==> config.mk <==
export PLATFORM = sky130hd
export DESIGN_NAME = instr_sequencer
export DESIGN_NICKNAME = d
export VERILOG_FILES = /design/src/rtl/seq_pkg.sv /design/src/rtl/seq_prog_mem.sv /design/src/rtl/instr_sequencer.sv
export SDC_FILE = /design/constraint.sdc
export NUM_CORES = 1
export LEC_CHECK = 0
export BUFFER_PORTS_ARGS = -buffer_cell sky130_fd_sc_hd__clkbuf_2
export CORE_AREA = 2 2 128 223
export CTS_CLUSTER_DIAMETER = 30
export CTS_CLUSTER_SIZE = 25
export DETAILED_ROUTE_END_ITERATION = 8
export DIE_AREA = 0 0 130 225
export PLACE_DENSITY = 0.65
export SLEW_MARGIN = 20
export SYNTH_ARGS = -nofsm -noshare
export SYNTH_HDL_FRONTEND = slang
export SYNTH_SLANG_ARGS = --single-unit
==> constraint.sdc <==
create_clock -name clk -period 24.1 [get_ports clk]
set_input_delay 3.615 -clock clk [delete_from_list [all_inputs] [get_ports clk]]
set_output_delay 3.615 -clock clk [all_outputs]
set_load 0.01 [all_outputs]
==> src/rtl/seq_pkg.sv <==
// Shared constants for the instruction sequencer: opcode map, the idle NOP word
// and the FSM state encoding.
package seq_pkg;

  localparam logic [3:0]  OP_LDI   = 4'h0;
  localparam logic [3:0]  OP_HALT  = 4'h5;
  localparam logic [3:0]  OP_NOP   = 4'h6;
  localparam logic [15:0] NOP_WORD = {OP_NOP, 12'h000};

  typedef enum logic [1:0] {
    IDLE = 2'd0,
    RUN  = 2'd1,
    DONE = 2'd2
  } state_t;

endpackage

==> src/rtl/seq_prog_mem.sv <==
// Program buffer: DEPTH x 16 words, async reset to NOP_WORD, synchronous write,
// combinational read so a word written at an edge is visible to the next fetch.
module seq_prog_mem
  import seq_pkg::*;
#(
  parameter int DEPTH = 16,
  parameter int PCW   = 4
) (
  input  logic           clk,
  input  logic           rst,
  input  logic           we,
  input  logic [PCW-1:0] waddr,
  input  logic [15:0]    wdata,
  input  logic [PCW-1:0] raddr,
  output logic [15:0]    rdata
);

  logic [15:0] mem [DEPTH];

  always_ff @(posedge clk or posedge rst) begin
    if (rst) begin
      for (int i = 0; i < DEPTH; i++) mem[i] <= NOP_WORD;
    end else if (we) begin
      mem[waddr] <= wdata;
    end
  end

  assign rdata = mem[raddr];

endmodule

==> src/rtl/instr_sequencer.sv <==
// Program sequencer: issues buffered instruction words one per clock until HALT
// or end of buffer. Optional repeat feature enabled by defining SEQ_LOOP_EN.
module instr_sequencer
  import seq_pkg::*;
#(
  parameter int DEPTH = 16,
  parameter int PCW   = 4,
  parameter int CNTW  = 8
) (
  input  logic            clk,
  input  logic            rst,
  input  logic            prog_we,
  input  logic [PCW-1:0]  prog_addr,
  input  logic [15:0]     prog_data,
  input  logic            start,
  input  logic            hold,
`ifdef SEQ_LOOP_EN
  input  logic [3:0]      loop_cnt,
`endif
  output logic [15:0]     instruction,
  output logic            issue_valid,
  output logic [PCW-1:0]  pc,
  output logic            busy,
  output logic            done,
  output logic [CNTW-1:0] issued_count
);

  function automatic logic [CNTW-1:0] sat_inc(input logic [CNTW-1:0] v);
    return (&v) ? v : v + 1'b1;
  endfunction

  state_t      state, state_nxt;
  logic [15:0] fetch_p0;
  logic        is_halt_p0, at_end_p0, pass_end_p0, again;

  seq_prog_mem #(.DEPTH(DEPTH), .PCW(PCW)) u_mem (
    .clk   (clk),
    .rst   (rst),
    .we    (prog_we && (state == IDLE)),
    .waddr (prog_addr),
    .wdata (prog_data),
    .raddr (pc),
    .rdata (fetch_p0)
  );

  assign is_halt_p0  = (fetch_p0[15:12] == OP_HALT);
  assign at_end_p0   = (pc == PCW'(DEPTH - 1));
  assign pass_end_p0 = (state == RUN) && !hold && (is_halt_p0 || at_end_p0);

`ifdef SEQ_LOOP_EN
  logic [3:0] remaining;

  always_ff @(posedge clk or posedge rst) begin
    if (rst) begin
      remaining <= '0;
    end else if ((state == IDLE) && start) begin
      remaining <= loop_cnt;
    end else if (pass_end_p0 && (remaining != '0)) begin
      remaining <= remaining - 1'b1;
    end
  end

  assign again = (remaining != '0);
`else
  assign again = 1'b0;
`endif

  always_ff @(posedge clk or posedge rst) begin
    if (rst) state <= IDLE;
    else     state <= state_nxt;
  end

  always_comb begin
    state_nxt = state;
    case (state)
      IDLE:    if (start) state_nxt = RUN;
      RUN:     if (pass_end_p0 && !again) state_nxt = DONE;
      DONE:    state_nxt = IDLE;
      default: state_nxt = IDLE;
    endcase
  end

  always_comb begin
    busy = (state == RUN);
    done = (state == DONE);
  end

  // Issue stage: the fetched word is registered onto the datapath interface.
  // HALT and hold cycles issue a NOP bubble so nothing is skipped or repeated.
  always_ff @(posedge clk or posedge rst) begin
    if (rst) begin
      pc           <= '0;
      instruction  <= NOP_WORD;
      issue_valid  <= 1'b0;
      issued_count <= '0;
    end else begin
      instruction <= NOP_WORD;
      issue_valid <= 1'b0;
      case (state)
        IDLE: if (start) begin
          pc           <= '0;
          issued_count <= '0;
        end
        RUN: if (!hold) begin
          if (is_halt_p0) begin
            if (again) pc <= '0;
          end else begin
            instruction  <= fetch_p0;
            issue_valid  <= 1'b1;
            issued_count <= sat_inc(issued_count);
            pc           <= pc + 1'b1;
          end
        end
        default: ;
      endcase
    end
  end

endmodule

# Word level (Yosys, flattened, before mapping)
# Cells that the tools add are included.
[op_classes]
n_addsub = 2
order_cmp = 3
eq_ne = 9
n_mux = 24
n_bitwise = 2
reduce_logical = 12
[op_table]
columns = ["op", "count"]
rows = [
  ["$bwmux W256", 1],
  ["$mux W16", 6],
  ["$bmux W16 S4", 1],
  ["$demux W16 S4", 1],
  ["$mux W8", 4],
  ["$pmux W8 S2", 1],
  ["$mux W4", 3],
  ["$ge A5 B5 Y1 const B", 2],
  ["$not A4 Y5", 2],
  ["$add A8 B1 Y8 const B", 1],
  ["$ne A2 B2 Y1 const B", 4],
  ["$pmux W4 S2", 1],
  ["$reduce_and A8 Y1", 1],
  ["$lt A5 B1 Y1 const B", 1],
  ["$reduce_and A5 Y1", 1],
  ["$add A4 B1 Y4 const B", 1],
  ["$eq A4 B3 Y1 const B", 1],
  ["$eq A4 B4 Y1 const B", 1],
  ["$logic_and A1 B1 Y1", 4],
  ["$mux W2", 2],
  ["$pmux W2 S2", 1],
  ["$reduce_and A4 Y1", 1],
  ["$mux W1", 3],
  ["$eq A2 B1 Y1 const B", 1],
  ["other kinds (7)", 7],
]
[word_totals]
reg_bits = 287
inputBits = 25
out_inout_bits = 31

# Depth between registers and ports, before layout
# Gate-level depths: netlist (run 1).
[depth]
word_depth = 9
depth_mapped = 11

# Hierarchy
# A second synthesis (run 1) with hierarchy kept.
[hier_totals]
cells_unflattened = 834
area_unflattened_um2 = 12968.7
[by_module_without_submodules]
columns = ["mod", "n_inst", "cells_each", "area_per_inst_um2"]
rows = [
  ["seq_prog_mem", 1, 716, 11621.1],
  ["instr_sequencer", 1, 118, 1347.5],
]

# Least setup slack after synthesis (run 1)
# OpenSTA, ideal clock, no wires.
[synth_timing]
path_kind = "input-to-reg"
startpoint = "input prog_addr[0]"
endpoint = "register u_mem.mem[240] in the netlist's numbering"
setup_time_ns = 0.125
arrival_ns = 5.266
setup_slack_ns = 18.710
path_stages = 5
path_buffers = 2
path_cell_list = "or3_1 > clkbuf_1 > nor3_1 > buf_2 > mux2_2"
[synth_between]
elab_chain_len = 6
word_cells_on_any_way = 7
classes_between = "order compare (2); mux (3); bitwise (1); reduce/logical (1)"
[synth_lines]
columns = ["element", "line_no", "source"]
rows = [
  ["from (decl)", "instr_sequencer.sv:13", "input logic [PCW-1:0] prog_addr,"],
  ["$not A4 Y5 (implied by the code) (*)", "seq_prog_mem.sv:24", "mem[waddr] <= wdata;"],
  ["$ge A5 B5 Y1 (implied by the code) / $lt A5 B1 Y1 (equally long branches)", "seq_prog_mem.sv:24", ""],
  ["$logic_and A1 B1 Y1 (implied by the code)", "seq_prog_mem.sv:24", ""],
  ["$mux W16 (implied by the code)", "seq_prog_mem.sv:24", ""],
  ["$demux W16 S4 (*)", "seq_prog_mem.sv:24", ""],
  ["$bwmux W256 (*)", "seq_prog_mem.sv:24", ""],
  ["to (signal, indexed assignment)", "seq_prog_mem.sv:24", ""],
  ["to (decl)", "seq_prog_mem.sv:18", "logic [15:0] mem [DEPTH];"],
]
# Every way passes the cells marked *; elsewhere a longest branch is shown, timed or not.
# A chain may end at the register's enable or synchronous reset.

# Worst setup path in the final report (run 1)
[layout_timing]
startpoint = "register state[0]"
endpoint = "output busy"
[layout_between]
elab_chain_len = 1
[layout_lines]
columns = ["element", "line_no", "source"]
rows = [
  ["from (decl)", "instr_sequencer.sv:32", "state_t state, state_nxt;"],
  ["from (signal assigned)", "instr_sequencer.sv:70", "else state <= state_nxt;"],
  ["$eq A2 B1 Y1", "instr_sequencer.sv:84", "busy = (state == RUN);"],
  ["to (decl)", "instr_sequencer.sv:23", "output logic busy,"],
]
# No other way between the ends.

==> results.yml, run 1 <==
timing:
  max_freq_mhz: 181
  final.setup.tns_ns: 0
  tightest_slew_ns: 1.05
  final_max_slew_viol_count: 0
  period_needed_ns: 5.53
  max-slew-margin-rel: 0.300
  finalSetupViolations: 0
  finalHoldViolations: 0
  rsz0062_at_grt: "no"
  fin_crit_sh: 0.230
  fin_skew_ns: 0.0187
  fin_ws_ns: 18.57
  hold_ws_ns: 0.500
route:
  drtIter0Drc: 460
  wl_um: 29300
  num_vias: 7243
  dr.pass1.iters: 6
  antenna_left: 0
  drc: 0
  via_per_inst: 5.68
  wl_per_cell_um: 23.0
place:
  placed_cells: 1203
  dpl.hpwl_um: 17000
  place_ws_ns: 18.39
  portBuffers: 55
  routabilityCongestion: 0.750
clock_network:
  clock_latency_ns: 0.53
  cts_resized: 0
  cts_tree: "built"
  clock_path_buffers: 3
  cts_htree_levels: 2
  cts_setup_buffers: 0
  cts_hold_buf: 0
  clock_sinks: 287
  root_buffer: "clkbuf_16"
  cts.reportedPaths.clkPinSlew_ns: 0.05
  numCtsBuffers: 40
power:
  p_leak_nw: 6.92
  vdd_drop_max_uv: 68.6
  cellPowerDensity_nw_per_um2: 120
yosys:
  synthXorXnorAreaFrac: 0
  synth_fp_nets: 854
  yosys.area_share.simple: 0.0429
  synth_compound_area_frac: 0.0160
  post-synth-top-area-cell: "dfrtp_1"
  synth_mux_area_frac: 0.357
  netlist_area_sq_um: 12900
  synthTopCellsByArea: "dfrtp_1 49%, mux2_2 22%, mux4_2 13%, dfstp_2 6.9%, clkbuf_1 1.3%"
  synth.top_cell.area_share: 0.490
  synthArstFlopShare: 1.00
  synth.most_common_cell: "mux2_2"
  ys_ff_latch: 287
  yosysWarnings: 0
  synthFlopType: "dfrtp_1"
  syn_inst: 827
  synth.distinct_cells: 44
  avgSynthCellArea_sq_um: 15.6
  ys_seq_area_frac: 0.559
  synth_enable_flop_cells: 0
  synthAdderAreaFrac: 0.00194
  synth_top_family_by_area: "multiplexers"
  synth_common_cells: "256 x mux2_2, 253 x dfrtp_1, 75 x mux4_2, 46 x clkbuf_1, 34 x dfstp_2"
worst_hold_path:
  holdPathStages: 1
  holdPathEnd: "u_mem.mem[84]$_DFFE_PP0P_"
  hp-class: "reg -> reg"
  hold_path_startpoint: "u_mem.mem[84]$_DFFE_PP0P_"
floorplan:
  dieArea_sq_um: 29300
  initial_core_util: 0.473
  coreArea_sq_um: 27300
  die_h_um: 225
  dieWidth_um: 130
  ios: 56
  rows: 80
critical_path:
  timing.rr.start: "pc[0]$_DFFE_PP0P_"
  cp.depth: 3
  crit_buf_inv: 2
  regToRegEndpoint: "instruction[0]$_DFF_PP0_"
  max_stage_delay_ns: 0.65
  r2r_slack_ns: 19.68
  start_kind: "register"
  slowest_stage: "dfrtp_1"
  crit_path_end_kind: "output port"
  crit_chain: "nand2b_1 > inv_1 > clkbuf_2"
  arrival_ns: 1.92
  worstPathMaxFanout: 17
  path_class: "reg -> out"
  cp.required_ns: 20.48
  critPathTopFamily: "flip-flops"
  r2r_cells: 8
finish:
  antenna_cells: 0
  drive_gt1_frac: 0.571
  final_nets: 903
  stdcell_count: 1275
  areaGrowthSynthToFinish_pct: 15.3
grt:
  grt_pass1_wl_um: 46500
  track_usage: 0.213
  grt_remaining_overflow: 0
  grt_max_degree: 155
  grt_pass1_vias: 7909
  antenna_found_initial: 0
status:
  status: "completed"
run:
  drv_cap: 0
==> through the flow <==
| stage | cell area, sq um | util | total power, mW |
|---|---|---|---|
| finish | 14900 | 0.545 | 1.79 |
| global route | 14900 | 0.545 | 1.89 |
| CTS | 14900 | 0.545 | 1.81 |
| detailed placement | 13600 | 0.496 | 1.22 |
| global placement | 13500 | 0.495 | 1.21 |
| floorplan | 12900 | - | 1.09 |
==> worst register-to-register path: stages (launching register included) <==
cell and delay [ns]:
dfrtp_4 0.91, buf_4 0.75, mux4_2 0.63, a22oi_1 0.25, and3_1 0.31, and4_1 0.63, or3_4 0.25, clkinv_2 0.27
and2_1 0.29
==> cells by family (layout without fill, tap and decap cells) <==
kind of cell | Yosys count | count (layout)
AOI/OAI and AO/OA | 28 | 28
muxes | 333 | 333
DFF | 287 | 287
adders and majority gates | 2 | 2
buffers and inverters | 69 | 148
and+or+nand+nor | 108 | 108
==> state kept, by name, indices dropped and copies added, names as in the netlist <==
name,count
instruction,16
issue_valid,1
issued_count,8
pc,4
state,2
u_mem.mem,256
==> placed cells by master (no fill, tap or decap), drive strengths merged, types with 2 or more instances in the layout <==
| cell | instances |
|---|---|
| nor2b | 5 |
| and2 | 14 |
| dfrtp | 253 |
| buf | 12 |
| nor2 | 20 |
| clkinv | 12 |
| clkinvlp | 3 |
| a22oi | 4 |
| inv | 16 |
| nand2b | 6 |
| o211a | 3 |
| o21ai | 2 |
| or3 | 9 |
| nand2 | 24 |
| ha | 2 |
| mux4 | 76 |
| mux2 | 256 |
| o211ai | 2 |
| nand3 | 15 |
| a2bb2oi | 2 |
| clkbuf | 102 |
| and3 | 3 |
| bufinv | 3 |
| o22ai | 4 |
| a21oi | 4 |
| nor3 | 5 |
| dfstp | 34 |
| nor4 | 2 |
==> where the power goes <==
part	total [mW]	internal (mW)	switching (mW)	leakage, nW
Clock	0.583	0.356	0.226	0.652
Sequential	0.750	0.643	0.107	3.75
Combinational	0.458	0.269	0.189	2.52
==> worst max path at each step <==
stage	from	to	slack, ns
floorplan	rst	instruction[0]$_DFF_PP0_	12.62
detailed placement	prog_addr[0]	u_mem.mem[179]$_DFFE_PP0P_	18.39
global placement	prog_addr[0]	u_mem.mem[118]$_DFFE_PP0P_	18.41
finish	state[0]$_DFFE_PP0P_	busy	18.57
global route	state[0]$_DFFE_PP0P_	busy	18.43
CTS	state[0]$_DFFE_PP0P_	busy	18.53
==> layout make-up <==
cell class / count / area (sq um)
multi-input cells: 471 / 5440
repair buffers: 67 / 378
flip-flops and latches: 287 / 7230
fillers: 2224 / 12400
clock buffers: 47 / 1070
well taps: 369 / 462
clock inverters: 25 / 270
inverters: 9 / 42.5
==> metal layers <==
layer / up-vias / share of wire / track usage
met5: - / 0 / 0
met3: 56 / 0.042 / 0.0411
met1: 3859 / 0.39 / 0.260
met2: 150 / 0.53 / 0.371
li1: 3178 / - / -
met4: 0 / 0.037 / 0.0832
(Power assumes the default switching activity.)
==> run 2, diff against run 1 <==
- ABC_AREA: unset -> 1
- CORE_AREA: 2 2 128 223 -> 2 2 128 224
- DIE_AREA: 0 0 130 225 -> 0 0 130 226
- clock period: 24.1 -> 5.47 ns (I/O delays scaled with it)
==> results.yml, run 2 <==
finish:
  mostFrequentLayoutCell: "nand2_1"
  antenna_cells: 0
  stdcell_count: 1977
  areaGrowthSynthToFinish_pct: 13.4
  reg_top3: "u_mem.mem: 256 flops, instruction: 16 flops, issued_count: 8 flops"
  regMostFlops: "u_mem.mem"
  largest_reg_flops: 256
  final_cell_mix: "553 x nand2_1, 259 x o21ai_0, 250 x dfrtp_1"
  drive_gt1_frac: 0.125
  final_nets: 1601
timing:
  finalHoldViolations: 0
  fin_ws_ns: 2.37
  final_max_slew_viol_count: 0
  finalSetupViolations: 0
  fin_skew_ns: 0.0223
  rsz0062_at_grt: "no"
  final.setup.tns_ns: 0
  max-slew-margin-rel: 0.352
  fin_crit_sh: 0.568
  tightest_slew_ns: 0.966
  period_needed_ns: 3.10
  max_freq_mhz: 322
  hold_ws_ns: 0.448
status:
  status: "completed"
route:
  antenna_left: 0
  drtIter0Drc: 1091
  wl_um: 37100
  drc: 0
  via_per_inst: 5.57
  wl_per_cell_um: 18.7
  num_vias: 11005
  dr.pass1.iters: 5
critical_path:
  crit_buf_inv: 3
  timing.rr.start: "pc[3]$_DFFE_PP0P_"
  crit_path_end_kind: "register"
  start_kind: "register"
  r2r_cells: 9
  path_class: "reg -> reg"
  critPathTopFamily: "buffers and inverters"
  cp.required_ns: 5.93
  crit_chain: "buf_4 > clkinv_1 > nand3_1 > nand2_1 > nor2_4 > nand2_2 > nand2_2 > inv_1 > nand3_1"
  max_stage_delay_ns: 0.87
  slowest_stage: "clkinv_1"
  r2r_slack_ns: 2.37
  worstPathMaxFanout: 20
  arrival_ns: 3.57
  regToRegEndpoint: "instruction[13]$_DFF_PP1_"
yosys:
  ys_ff_latch: 287
  yosysWarnings: 0
  netlist_area_sq_um: 13100
  synth.most_common_cell: "nand2_1"
  synth_fp_nets: 1598
  post-synth-top-area-cell: "dfrtp_1"
  avgSynthCellArea_sq_um: 8.34
  synthFlopType: "dfrtp_1"
  synth_common_cells: "553 x nand2_1, 259 x o21ai_0, 253 x dfrtp_1, 82 x a21oi_1, 78 x inv_1"
  synthArstFlopShare: 1.00
  synth.top_cell.area_share: 0.483
  synthTopCellsByArea: "dfrtp_1 48%, nand2_1 16%, o21ai_0 9.9%, dfstp_2 6.8%, a21oi_1 3.1%"
  synth_enable_flop_cells: 0
  syn_inst: 1571
  synth.distinct_cells: 33
  ys_seq_area_frac: 0.551
power:
  vdd_drop_max_uv: 230
  cellPowerDensity_nw_per_um2: 587
  p_leak_nw: 6.97
  internal_power_mw: 5.67
  clkPwrFrac: 0.297
  p_comb_frac: 0.270
  power_switching_mw: 3.05
  total_power_mw: 8.73
  seqPwrFrac: 0.433
  switching_share: 0.350
floorplan:
  rows: 81
  initial_core_util: 0.474
  ios: 56
  dieArea_sq_um: 29400
  coreArea_sq_um: 27700
  dieWidth_um: 130
  die_h_um: 226
clock_network:
  root_buffer: "clkbuf_16"
  cts_tree: "built"
  cts_resized: 0
  cts_setup_buffers: 0
  cts_htree_levels: 2
  cts_hold_buf: 0
  clock_path_buffers: 3
  clock_latency_ns: 0.55
  clock_sinks: 287
  numCtsBuffers: 40
  cts.reportedPaths.clkPinSlew_ns: 0.06
place:
  place_ws_ns: 2.45
  placed_cells: 1905
  dpl.hpwl_um: 20100
  portBuffers: 55
  routabilityCongestion: 0.804
grt:
  track_usage: 0.261
  grt_pass1_wl_um: 58400
  grt_pass1_vias: 10484
  antenna_found_initial: 0
  grt_remaining_overflow: 0
  grt_max_degree: 147
worst_hold_path:
  hp-class: "in -> async"
run:
  drv_cap: 0
## run 2: cell count changes after synthesis, moves of 22 or more
cell,before,now
mux2_2,256,0
mux4_2,75,0
clkbuf_1,46,73
o21ai_0,2,259
inv_1,8,78
a21oi_1,4,82
nand3_1,15,53
nand2_1,24,553
buf_2,7,29
## run 2: metal layers
metal  global-route usage  up-vias  wire (um)
li1                     -     5188          -
met1                0.333     5386      15100
met2                0.449      351      18700
met3               0.0367       80       2080
met4               0.0930        0       1180
met5                    0        -          0
## run 2: worst max-delay path by stage
stage	endpoint	slack, ns	depth (start not counted)	start
floorplan	instruction[0]$_DFF_PP0_	0.87	1	rst
global placement	instruction[13]$_DFF_PP1_	2.49	9	pc[3]$_DFFE_PP0P_
detailed placement	instruction[13]$_DFF_PP1_	2.45	9	pc[3]$_DFFE_PP0P_
CTS	instruction[13]$_DFF_PP1_	2.43	9	pc[3]$_DFFE_PP0P_
global route	instruction[13]$_DFF_PP1_	2.25	9	pc[3]$_DFFE_PP0P_
finish	instruction[13]$_DFF_PP1_	2.37	9	pc[3]$_DFFE_PP0P_
## run 2: logic make-up (layout without fill, tap and decap cells)
group,count (synthesis),count (layout),synth area share
fa+ha+maj,2,2,0.00191
simple gates,668,668,0.204
flops,287,287,0.551
buf+inv,202,235,0.0666
compound gates,411,411,0.176
xor+xnor,1,1,0.000669
## run 2: power by group through the flow
stage / clock network, mW / registers [mW] / logic, mW
detailed placement: 0 / 3.78 / 2.35
global route: 2.73 / 3.89 / 2.73
floorplan: 0 / 3.62 / 1.91
CTS: 2.63 / 3.76 / 2.37
global placement: 0 / 3.76 / 2.27
finish: 2.59 / 3.78 / 2.36
## run 2: final cells by class
cell class	count	area, sq um
Clock buffer	50	1100
Clock inverter	22	246
Fill cell	2620	12800
Inverter	83	318
Multi-Input combinational cell	1082	5010
Sequential cell	287	7230
Tap cell	373	467
Timing Repair Buffer	80	488
## run 2: tightest hold or removal path: cells and delay by family
| kind | cells | cell delay (ns) |
|---|---|---|
| buffers and inverters | 3 | 0.64 |
## run 2: metrics by stage
stage	utilization	instance area, sq um
floorplan	-	13100
global placement	0.488	13500
detailed placement	0.488	13500
CTS	0.537	14900
global route	0.537	14900
finish	0.537	14900
